==> config.mk <==
export PLATFORM = sky130hd
export DESIGN_NAME = alu_sequencer
export DESIGN_NICKNAME = d
export VERILOG_FILES = /design/src/rtl/alu_sequencer.sv
export SDC_FILE = /design/constraint.sdc
export NUM_CORES = 1
export LEC_CHECK = 0
export CAP_MARGIN = 15
export CORE_UTILIZATION = 60
export CTS_BUF_LIST = sky130_fd_sc_hd__clkbuf_8
export CTS_CLUSTER_DIAMETER = 60
export CTS_CLUSTER_SIZE = 16
export DETAILED_ROUTE_END_ITERATION = 8
export DONT_BUFFER_PORTS = 1
export GPL_TIMING_DRIVEN = 0
export PLACE_DENSITY = 0.72
export SLEW_MARGIN = 15
export SYNTH_ARGS = -nofsm -noshare
export SYNTH_HDL_FRONTEND = slang
export SYNTH_SLANG_ARGS = --single-unit
==> constraint.sdc <==
create_clock -name clk -period 1.95 [get_ports clk]
set_input_delay 0.195 -clock clk [delete_from_list [all_inputs] [get_ports clk]]
set_output_delay 0.195 -clock clk [all_outputs]
set_load 0.02 [all_outputs]
==> src/rtl/alu_sequencer.sv <==
// Byte-serial command/operand collector and result register stage for the 8-bit ALU.
// Optional idle-timeout abort is enabled by defining ALU_SEQ_TIMEOUT_EN.
module alu_sequencer #(
    parameter int TIMEOUT_CYCLES = 16
) (
    input  logic       clk,
    input  logic       rst_n,
    input  logic [7:0] in_data,
    input  logic       in_valid,
    output logic       in_ready,
    output logic [7:0] alu_a,
    output logic [7:0] alu_b,
    output logic [3:0] alu_s_amt,
    output logic [2:0] alu_ctrl,
    input  logic [7:0] alu_result,
    input  logic [3:0] alu_flags,
    output logic [7:0] out_result,
    output logic [3:0] out_flags,
    output logic       out_valid,
    input  logic       out_ready,
    output logic       frame_err
);

    typedef enum logic [2:0] {
        ST_CMD  = 3'd0,
        ST_LD_A = 3'd1,
        ST_LD_B = 3'd2,
        ST_EXEC = 3'd3,
        ST_RESP = 3'd4
    } state_t;

    state_t     state_r;
    state_t     state_nx_s;
    logic       in_ready_r;
    logic       out_valid_r;
    logic       in_ready_nx_s;
    logic       out_valid_nx_s;
    logic       accept_s;
    logic       abort_s;
    logic       frame_err_r;
    logic [7:0] alu_a_r;
    logic [7:0] alu_b_r;
    logic [3:0] alu_s_amt_r;
    logic [2:0] alu_ctrl_r;
    logic [7:0] out_result_r;
    logic [3:0] out_flags_r;

    assign accept_s = in_valid & in_ready_r;

`ifdef ALU_SEQ_TIMEOUT_EN
    localparam logic [7:0] TIMEOUT_LAST = 8'(TIMEOUT_CYCLES - 1);

    logic [7:0] idle_cnt_r;
    logic       in_load_s;

    assign in_load_s = (state_r == ST_LD_A) || (state_r == ST_LD_B);
    assign abort_s   = in_load_s && !accept_s && (idle_cnt_r == TIMEOUT_LAST);

    // Idle counter: counts stalled cycles inside a frame, cleared by every accepted byte.
    always_ff @(posedge clk or negedge rst_n) begin
        if (!rst_n) begin
            idle_cnt_r <= 8'd0;
        end else if (accept_s || !in_load_s) begin
            idle_cnt_r <= 8'd0;
        end else begin
            idle_cnt_r <= idle_cnt_r + 8'd1;
        end
    end
`else
    localparam int unused_timeout_cycles = TIMEOUT_CYCLES;

    assign abort_s = 1'b0;
`endif

    // State register plus the registered handshake outputs derived from the next state.
    always_ff @(posedge clk or negedge rst_n) begin
        if (!rst_n) begin
            state_r     <= ST_CMD;
            in_ready_r  <= 1'b1;
            out_valid_r <= 1'b0;
            frame_err_r <= 1'b0;
        end else begin
            state_r     <= state_nx_s;
            in_ready_r  <= in_ready_nx_s;
            out_valid_r <= out_valid_nx_s;
            frame_err_r <= abort_s;
        end
    end

    // Next-state logic.
    always_comb begin
        state_nx_s = state_r;
        case (state_r)
            ST_CMD: begin
                if (accept_s) begin
                    state_nx_s = in_data[7] ? ST_LD_B : ST_LD_A;
                end else begin
                    state_nx_s = ST_CMD;
                end
            end
            ST_LD_A: begin
                if (abort_s) begin
                    state_nx_s = ST_CMD;
                end else if (accept_s) begin
                    state_nx_s = ST_LD_B;
                end else begin
                    state_nx_s = ST_LD_A;
                end
            end
            ST_LD_B: begin
                if (abort_s) begin
                    state_nx_s = ST_CMD;
                end else if (accept_s) begin
                    state_nx_s = ST_EXEC;
                end else begin
                    state_nx_s = ST_LD_B;
                end
            end
            ST_EXEC: state_nx_s = ST_RESP;
            ST_RESP: begin
                if (out_valid_r && out_ready) begin
                    state_nx_s = ST_CMD;
                end else begin
                    state_nx_s = ST_RESP;
                end
            end
            default: state_nx_s = ST_CMD;
        endcase
    end

    // Output decode of the next state, registered alongside the state.
    always_comb begin
        in_ready_nx_s  = 1'b0;
        out_valid_nx_s = 1'b0;
        case (state_nx_s)
            ST_CMD, ST_LD_A, ST_LD_B: in_ready_nx_s = 1'b1;
            ST_RESP:                  out_valid_nx_s = 1'b1;
            default: begin
                in_ready_nx_s  = 1'b0;
                out_valid_nx_s = 1'b0;
            end
        endcase
    end

    // Operand, control and accumulator registers; the accumulator only changes in EXEC.
    always_ff @(posedge clk or negedge rst_n) begin
        if (!rst_n) begin
            alu_a_r      <= 8'd0;
            alu_b_r      <= 8'd0;
            alu_s_amt_r  <= 4'd0;
            alu_ctrl_r   <= 3'd0;
            out_result_r <= 8'd0;
            out_flags_r  <= 4'd0;
        end else begin
            if ((state_r == ST_CMD) && accept_s) begin
                alu_ctrl_r  <= in_data[2:0];
                alu_s_amt_r <= in_data[6:3];
                if (in_data[7]) begin
                    alu_a_r <= out_result_r;
                end
            end
            if ((state_r == ST_LD_A) && accept_s) begin
                alu_a_r <= in_data;
            end
            if ((state_r == ST_LD_B) && accept_s) begin
                alu_b_r <= in_data;
            end
            if (state_r == ST_EXEC) begin
                out_result_r <= alu_result;
                out_flags_r  <= alu_flags;
            end
        end
    end

    assign in_ready   = in_ready_r;
    assign out_valid  = out_valid_r;
    assign frame_err  = frame_err_r;
    assign alu_a      = alu_a_r;
    assign alu_b      = alu_b_r;
    assign alu_s_amt  = alu_s_amt_r;
    assign alu_ctrl   = alu_ctrl_r;
    assign out_result = out_result_r;
    assign out_flags  = out_flags_r;

endmodule
Word-level counts from Yosys, hierarchy flattened
Cells that the tools add are included.
{"block": "word_totals", "register_bits": 40, "inputBits": 24, "output_inout_bits": 38, "elab_cells": 38}
{"block": "classes", "n_eq_ne": 7, "muxes": 11, "bitwise": 1, "reduce_logical": 10}
{"op": "8-bit two-way mux", "n": 3}
{"op": "3-bit case mux with 5 select lines", "n": 1}
{"op": "3-bit by 2-bit == test with 1-bit output (second input constant)", "n": 3}
{"op": "3-bit by 1-bit == test with 1-bit output (second input constant)", "n": 2}
{"op": "3-bit == test (second input constant)", "n": 2}
{"op": "3-bit zero test", "n": 2}
{"op": "2-bit two-way mux", "n": 3}
{"op": "1-bit logical AND", "n": 4}
{"op": "2-bit nonzero test", "n": 2}
{"op": "1-bit two-way mux", "n": 3}
{"op": "3-bit two-way mux", "n": 1}
{"op": "3-bit OR reduction", "n": 1}
{"op": "2-bit AND reduction", "n": 1}
{"op": "1-bit AND", "n": 1}

Logic depth before layout (Yosys ltp)
Gate-level depths: netlist of the first run.
{"block": "depth", "ltp_word": 6, "mapped_depth": 5, "ltp_nobuf": 3}

Least setup slack after synthesis of the first run
OpenSTA, ideal clock, no wires.
{"block": "synth_timing", "path_kind": "reg-to-reg", "startpoint": "reg in_ready_r, in the netlist in_ready", "endpoint": "reg alu_b_r[0], in the netlist alu_b[0]", "setup_ps": 125, "arrival_ps": 1446, "required_ps": 1825, "slack_ps": 379, "stages_incl_launch_ff": 4, "n_path_buf": 0, "synth_period_minus_slack_ps": 1571, "path_cell_list": "dfstp_2 nand2_1 nor4_4 mux2_2"}
{"block": "synth_between", "elab_chain_cells": 2}
{"element": "start: declaration", "line_no": "34", "text": "logic in_ready_r;"}
{"element": "start signal: assignment", "line_no": "84", "text": "in_ready_r <= in_ready_nx_s;"}
{"element": "1-bit AND", "line_no": "48", "text": "assign accept_s = in_valid & in_ready_r;"}
{"element": "1-bit logical AND", "line_no": "165", "text": "if ((state_r == ST_LD_B) && accept_s) begin"}
{"element": "end signal: assignment", "line_no": "166", "text": "alu_b_r <= in_data;"}
{"element": "end: declaration", "line_no": "42", "text": "logic [7:0] alu_b_r;"}
Every way passes these cells.
A chain may end at the register's enable or synchronous reset.

Final worst setup path of the first run
{"block": "layout_timing", "startpoint": "reg in_ready_r, in the netlist in_ready", "endpoint": "reg alu_b_r[6], in the netlist alu_b[6]"}
Same word-level chain as after synthesis.

==> results of run 1 <==
-- power groups by stage --
stage / logic [mW] / registers [mW] / clock network [mW]
6_report: 0.848 / 2.01 / 0.541
5_1_grt: 0.926 / 2.07 / 0.592
4_1_cts: 0.857 / 2.02 / 0.552
3_5_place_dp: 0.828 / 2.02 / 0
3_3_place_gp: 0.790 / 2.01 / 0
2_1_floorplan: 0.713 / 1.93 / 0
-- registers in the layout (all words and copies together), names as in the netlist --
register    flops
alu_a           8
alu_b           8
out_result      8
alu_s_amt       4
out_flags       4
alu_ctrl        3
state_r         3
in_ready        1
out_valid       1
-- how the worst max path moves through the flow --
stage | start | slack (ns) | endpoint | cells past startpoint
floorplan | in_ready | 0.38 | alu_b[0] | 3
detailed placement | in_ready | 0.18 | alu_b[6] | 3
global route | in_ready | 0.1 | alu_b[1] | 3
global placement | in_ready | 0.19 | alu_b[6] | 3
finish | in_ready | 0.18 | alu_b[6] | 3
CTS | in_ready | 0.16 | alu_b[5] | 3
-- cell type report --
type | count | share of cell area (%)
Buffer | 6 | 1.822
Clock buffer | 6 | 4.625
Clock inverter | 2 | 0.4205
Inverter | 3 | 0.6307
Multi-Input combinational cell | 67 | 32.59
Sequential cell | 40 | 56.13
Tap cell | 30 | 2.102
Timing Repair Buffer | 2 | 1.682
-- metrics by stage --
stage                     instances  utilization [%]  instance area, µm²  setup slack [ns]
after floorplan                 116                -                1628            0.3789
after global placement          146            66.02                1665            0.1906
after detailed placement        146            66.02                1665            0.1773
after CTS                       156            70.78                1785            0.1565
after global routing            156            70.78                1785           0.09881
final                           156            70.78                1785            0.1843
-- worst max-delay path: stages, from the launching register on --
cell and delay, ns:
dfstp_2 0.61, nand2_1 0.14, nor4_4 0.50, mux2_2 0.40
-- cells in the final DEF, fill, tap and decap left out, types with 3 or more instances in the layout --
cell	count
a211oi_1	7
a2bb2oi_1	7
clkbuf_8	6
dfrtp_1	39
inv_1	4
mux2_2	27
nor2_1	3
o21ai_0	12
-- metal layers --
| layer | track usage [%] | part of all wire [%] | vias up |
|---|---|---|---|
| met5 | 0 | 0 | - |
| met4 | 8.974 | 1.4 | 0 |
| met3 | 12.15 | 11 | 7 |
| met2 | 34.57 | 45 | 58 |
| met1 | 26.34 | 43 | 478 |
| li1 | - | - | 445 |
-- kinds of logic after synthesis --
group / Yosys count
simple gates: 9
other cells: 1
flops: 40
mux: 27
compound gates: 30
buf+inv: 9
==> flow_summary.json, run 1 <==
{
  "max_freq_mhz": 566.3,
  "yosysWarnings": 0,
  "numClockSinks": 40,
  "syn_avg_cell_area_um2": 14.03,
  "rsz0062_at_grt": "false",
  "dp_hpwl_um": 2112,
  "ys_types": 22,
  "power_mw": 3.398,
  "die_w_um": 54.09,
  "cap_violations": 0,
  "regArea_mm2": 0.001002,
  "syn_inst": 116,
  "start_util_pct": 64.53,
  "skew_ns": 0.005499,
  "die_area_mm2": 0.002925,
  "antenna_found_initial": 0,
  "fillers": 194,
  "worstReg2RegEnd": "alu_b[6]",
  "post-cts-setup-buffers": 0,
  "fp.coreArea_mm2": 0.002522,
  "setup_tns_ns": 0,
  "p_leak_nw": 0.7453,
  "grt_first_pass_wirelength_um": 4333,
  "synth_seq_cells": 40,
  "min_from": "alu_result[7]",
  "power_density_mw_per_mm2": 1903,
  "drtIter0Drc": 4,
  "port_buffers": 0,
  "r2r-start": "in_ready",
  "ys_seq_area_share_pct": 61.57,
  "fp.dieH_um": 54.09,
  "finalSetupViolations": 0,
  "synth_most_common_cell": "dfrtp_1",
  "p_sw_mw": 1.413,
  "r2r.worst_path.cells": 3,
  "p_int_mw": 1.985,
  "arrival_ns": 1.94,
  "cts_hold_buffers": 2,
  "synth_compound_area_share_pct": 12.76,
  "final_antenna_net_count": 0,
  "wl_per_cell_um": 19.56,
  "routed_wl_um": 3051,
  "synthMuxAreaShare_pct": 18.68,
  "placementRows": 18,
  "drc": 0,
  "finalHoldViolCount": 0,
  "clock_path_buffers": 2,
  "whs_ns": 0.04988,
  "synth-adder-area-share_pct": 0,
  "slew_headroom_pct": 57.21,
  "grt_max_degree": 41,
  "start_kind": "flop",
  "synth_fp_nets": 140,
  "pin_count": 62,
  "path_max_fanout": 9,
  "first_pass_iters": 5,
  "ys.flop_type": "dfrtp_1",
  "gp_congestion": 0.6704,
  "seqPwrFrac_pct": 59.1,
  "h-tree-depth": 2,
  "hold_path_depth": 1,
  "p_sw_share_pct": 41.59,
  "multi_input_area_um2": 581.8,
  "synth_top_area_share_pct": 59.95,
  "post-route-min-period_ns": 1.766,
  "grtUsageTotal_pct": 22.52,
  "insertion_delay_ns": 0.29,
  "synth_top_area_cell": "dfrtp_1",
  "status": "finished clean",
  "grt_pass1_vias": 972,
  "fin_crit_sh_pct": 90.55,
  "vias_per_cell": 6.333,
  "layout.nets": 149,
  "worstPathRequired_ns": 2.13,
  "root_buffer": "clkbuf_8",
  "slew_violations": 0,
  "area_growth_pct": 9.685,
  "ctsResizeCount": 0,
  "synth-simple-area-share_pct": 4.074,
  "synth.top_cells.by_count": "dfrtp_1 (39), mux2_2 (27), o21ai_0 (12), a211oi_1 (7), a2bb2oi_1 (7)",
  "synth_top_family_by_area": "multiplexers",
  "hold_path_class": "in -> reg",
  "cts_made_buffers": 5,
  "ff2ff_setup_slack_ns": 0.18,
  "synthArstFlopShare_pct": 100.0,
  "worst_pin_slew_ns": 0.6370,
  "critical_path.endpoint_type": "flop",
  "power_frac_clock_pct": 15.9,
  "synth_edf_count": 0,
  "yosys-top-cells-area": "dfrtp_1 (60%), mux2_2 (19%), a2bb2oi_1 (3.8%)",
  "overflow": 0,
  "crit_type": "reg -> reg",
  "drive_above_1_share_pct": 34.92,
  "netlist_area_mm2": 0.001628,
  "synth_xor_area_share_pct": 0,
  "antenna_cells": 0,
  "pwr-share-comb_pct": 25.0,
  "vias": 988,
  "cts.clk_slew.worst_paths_ns": 0.07,
  "vdd_drop_max_mv": 1.317,
  "cts_tree": "built",
  "holdPathEnd": "out_result[7]"
}
Power figures use the tool's default switching activity.
==> run 2, diff against run 1 <==
CELL_PAD_IN_SITES_DETAIL_PLACEMENT = 1   (was default)
CELL_PAD_IN_SITES_GLOBAL_PLACEMENT = 2   (was default)
CORE_UTILIZATION = 41   (was 60)
PLACE_DENSITY = 0.75   (was 0.72)
==> flow_summary.json, run 2 (same netlist as run 1, synthesis figures left out) <==
{
  "status": "finished clean",
  "post-route-min-period_ns": 1.768,
  "numClockSinks": 40,
  "first_pass_iters": 2,
  "overflow": 0,
  "cts_made_buffers": 5,
  "worst_pin_slew_ns": 0.6926,
  "power_mw": 3.521,
  "arrival_ns": 1.94,
  "hold_path_class": "in -> reg",
  "drc": 0,
  "clock_path_buffers": 2,
  "vias_per_cell": 5.684,
  "antenna_found_initial": 0,
  "placementRows": 22,
  "port_buffers": 0,
  "layout.nets": 149,
  "drtIter0Drc": 34,
  "pin_count": 62,
  "grtUsageTotal_pct": 18.62,
  "area_growth_pct": 12.14,
  "ctsResizeCount": 0,
  "die_area_mm2": 0.004226,
  "path_cells": "nand2_1 > nor4_4 > mux2_2",
  "final_antenna_net_count": 0,
  "worstPathRequired_ns": 2.12,
  "h-tree-depth": 2,
  "root_buffer": "clkbuf_8",
  "dp_hpwl_um": 2530,
  "finalSetupViolations": 0,
  "final_common_cell": "dfrtp_1",
  "p_leak_nw": 0.7509,
  "fillers": 393,
  "drive_above_1_share_pct": 35.71,
  "max_stage_delay_ns": 0.61,
  "antenna_cells": 0,
  "vdd_drop_max_mv": 0.8635,
  "multi_input_area_um2": 581.8,
  "gp_congestion": 0.7237,
  "grt_pass1_vias": 1153,
  "power_density_mw_per_mm2": 1929,
  "crit_path_top_delay_cell": "dfstp_2",
  "slew_violations": 0,
  "finalHoldViolCount": 0,
  "path_max_fanout": 9,
  "cap_violations": 0,
  "layout_common_cells": "dfrtp_1 (39), mux2_2 (27), o21ai_0 (12)",
  "slew_headroom_pct": 53.66,
  "vias": 989,
  "setup_tns_ns": 0,
  "critical_path.endpoint_type": "flop",
  "crit_type": "reg -> reg",
  "skew_ns": 0.007320,
  "wl_per_cell_um": 19.86,
  "fin_crit_sh_pct": 90.67,
  "fp.coreArea_mm2": 0.003744,
  "grt_first_pass_wirelength_um": 5706,
  "start_kind": "flop",
  "insertion_delay_ns": 0.29,
  "grt_max_degree": 41,
  "cts.clk_slew.worst_paths_ns": 0.08,
  "routed_wl_um": 3456,
  "max_freq_mhz": 565.6,
  "start_util_pct": 43.48,
  "die_w_um": 65.01,
  "regArea_mm2": 0.001002,
  "cts_tree": "built",
  "fp.dieH_um": 65.01,
  "rsz0062_at_grt": "false"
}
[run 2: cell count changes in the layout (fill, tap and decap cells not counted), sizes merged]
cell,change
clkinv,+1
clkbuf,-1
inv,-1
bufinv,+1
[run 2: metal layers]
layer	GRT usage (%)	part of all wire (%)
met1	19.84	37
met2	32.16	54
met4	8.152	1.5
met3	7.570	7.7
met5	0	0
[run 2: worst paths after layout]
path | from | endpoint | slack, ns | cells after the start
setup / recovery | in_ready | alu_b[6] | 0.18 | 3
hold / removal | alu_result[4] | out_result[4] | 0.05 | 1
setup reg to reg | in_ready | alu_b[6] | 0.18 | 3
hold reg to reg | state_r[2] | state_r[0] | 0.59 | 1
max in group asynchronous | rst_n | in_ready | 1.33 | 2
min in group asynchronous | rst_n | state_r[1] | 0.37 | 2
[run 2: what timing repair did]
action	in CTS	in global routing
hold endpoints to repair	40	0
hold buffers	2	0
endpoints found under the setup margin	0	0
setup buffers	0	0
[run 2: area by class of cell]
| cell class | instances | share of cell area (%) |
|---|---|---|
| Clock buffer | 5 | 3.770 |
| Tap cell | 48 | 3.290 |
| Sequential cell | 40 | 54.90 |
| Timing Repair Buffer | 2 | 1.645 |
| Buffer | 6 | 1.782 |
| Inverter | 3 | 0.6169 |
| Multi-Input combinational cell | 67 | 31.87 |
| Clock inverter | 3 | 2.125 |
[run 2: power breakdown]
group	leakage, nW	switching (mW)	internal, mW
logic	0.223	0.396	0.469
registers	0.469	0.777	1.24
clock network	0.0593	0.266	0.374
[run 2: critical path, delay by kind of cell, from the launching register on]
family | cells | cell delay, ns
simple gates | 2 | 0.63
flops | 1 | 0.61
mux | 1 | 0.41
[run 2: stage by stage]
step,hold slack [ns],util [%],area (µm²),worst slack (ns),std cells
3_5_place_dp,-0.09973,45.09,1688,0.1691,164
3_3_place_gp,-0.09960,45.09,1688,0.1961,164
2_1_floorplan,-0.1006,-,1628,0.3789,116
4_1_cts,0.04360,48.76,1826,0.1583,174
6_report,0.05051,48.76,1826,0.1819,174
5_1_grt,0.03664,48.76,1826,0.04253,174
==> run 3, diff against run 2 <==
CORE_ASPECT_RATIO = 1.4   (was default)
==> flow_summary.json, run 3 (same netlist as run 1, synthesis figures left out) <==
{
  "crit_type": "reg -> reg",
  "cts_made_buffers": 5,
  "power_density_mw_per_mm2": 1887,
  "die_area_mm2": 0.004230,
  "antenna_found_initial": 0,
  "finalSetupViolations": 0,
  "numClockSinks": 40,
  "cap_violations": 0,
  "cts_tree": "built",
  "stdcell_count": 167,
  "die_w_um": 55.26,
  "gp_congestion": 0.7305,
  "max_freq_mhz": 562.2,
  "setup_tns_ns": 0,
  "post-route-min-period_ns": 1.779,
  "vias_per_cell": 5.737,
  "path_max_fanout": 9,
  "rsz0062_at_grt": "false",
  "arrival_ns": 1.95,
  "wl_per_cell_um": 18.68,
  "insertion_delay_ns": 0.28,
  "slew_headroom_pct": 56.13,
  "cts.clk_slew.worst_paths_ns": 0.07,
  "finalHoldViolCount": 0,
  "port_buffers": 0,
  "drive_above_1_share_pct": 36.00,
  "final_antenna_net_count": 0,
  "final_common_cell": "dfrtp_1",
  "fp.dieH_um": 76.56,
  "vdd_drop_max_mv": 0.9209,
  "post-cts-setup-buffers": 0,
  "area_growth_pct": 10.99,
  "skew_ns": 0.003649,
  "dp.cells": 158,
  "dp_hpwl_um": 2310,
  "grt_pass1_vias": 1065,
  "power_mw": 3.409,
  "multi_input_area_um2": 581.8,
  "layout_common_cells": "dfrtp_1 (39), mux2_2 (27), o21ai_0 (12)",
  "clock_path_buffers": 2,
  "first_pass_iters": 2,
  "grt_first_pass_wirelength_um": 5402,
  "antenna_cells": 0,
  "root_buffer": "clkbuf_8",
  "drtIter0Drc": 5,
  "fin_crit_sh_pct": 91.22,
  "h-tree-depth": 2,
  "overflow": 0,
  "critical_path.endpoint_type": "flop",
  "start_kind": "flop",
  "regArea_mm2": 0.001002,
  "placementRows": 26,
  "routed_wl_um": 3119,
  "drc": 0,
  "grt_max_degree": 41,
  "p_leak_nw": 0.7419,
  "worst_pin_slew_ns": 0.6531,
  "pin_count": 62,
  "fp.coreArea_mm2": 0.003709,
  "layout.nets": 149,
  "start_util_pct": 43.89,
  "worstPathRequired_ns": 2.12,
  "status": "finished clean",
  "grtUsageTotal_pct": 16.59,
  "whs_ns": 0.05793,
  "vias": 958,
  "hold_path_class": "in -> reg",
  "fillers": 381,
  "slew_violations": 0
}
## run 3: cell types whose count changed in the layout (fill, tap and decap cells not counted), sizes merged
cell | before | now
bufinv | 1 | 0
clkbuf | 7 | 9
inv | 4 | 3
clkinv | 1 | 0
## run 3: final timing paths
kind / startpoint / end / slack, ns / cells after the start
worst max-delay path: in_ready / alu_b[3] / 0.17 / 3
worst min-delay path: in_data[4] / alu_b[4] / 0.06 / 1
worst max register to register: in_ready / alu_b[3] / 0.17 / 3
worst min register to register: state_r[2] / state_r[0] / 0.57 / 1
max in group asynchronous: rst_n / in_ready / 1.31 / 2
min in group asynchronous: rst_n / alu_a[7] / 0.38 / 2
## run 3: repair_timing
| action | 4_1_cts | 5_1_grt |
|---|---|---|
| hold endpoints to repair | 40 | 0 |
| gates resized for setup | 0 | 0 |
| hold buffers | 2 | 0 |
## run 3: critical path, stage by stage (launching register included)
cell and delay [ns]:
dfstp_2 0.61, nand2_1 0.14, nor4_4 0.51, mux2_2 0.41
## run 3: layer usage
metal | global-route usage (%) | share of wire, % | up-vias
met4 | 6.750 | 1.8 | 0
met2 | 26.02 | 48 | 46
met3 | 7.131 | 9.4 | 5
met5 | 0 | 0 | -
li1 | - | - | 439
met1 | 19.91 | 40 | 468
## run 3: layout make-up
type | instances | share of cell area [%]
Buffer | 6 | 1.801
Clock buffer | 7 | 5.332
Inverter | 3 | 0.6233
Multi-Input combinational cell | 67 | 32.20
Sequential cell | 40 | 55.47
Tap cell | 42 | 2.909
Timing Repair Buffer | 2 | 1.662
## run 3: report_power, final
part / internal (mW) / total, mW / switching, mW
clock network: 0.315 / 0.566 / 0.251
registers: 1.24 / 2.01 / 0.768
logic: 0.468 / 0.837 / 0.369
## run 3: stage by stage
stage | utilization (%) | setup WS, ns | area [µm²]
2_1_floorplan | - | 0.3789 | 1628
3_3_place_gp | 45.31 | 0.1906 | 1680
3_5_place_dp | 45.31 | 0.1621 | 1680
4_1_cts | 48.72 | 0.1506 | 1807
5_1_grt | 48.72 | 0.06972 | 1807
6_report | 48.72 | 0.1712 | 1807
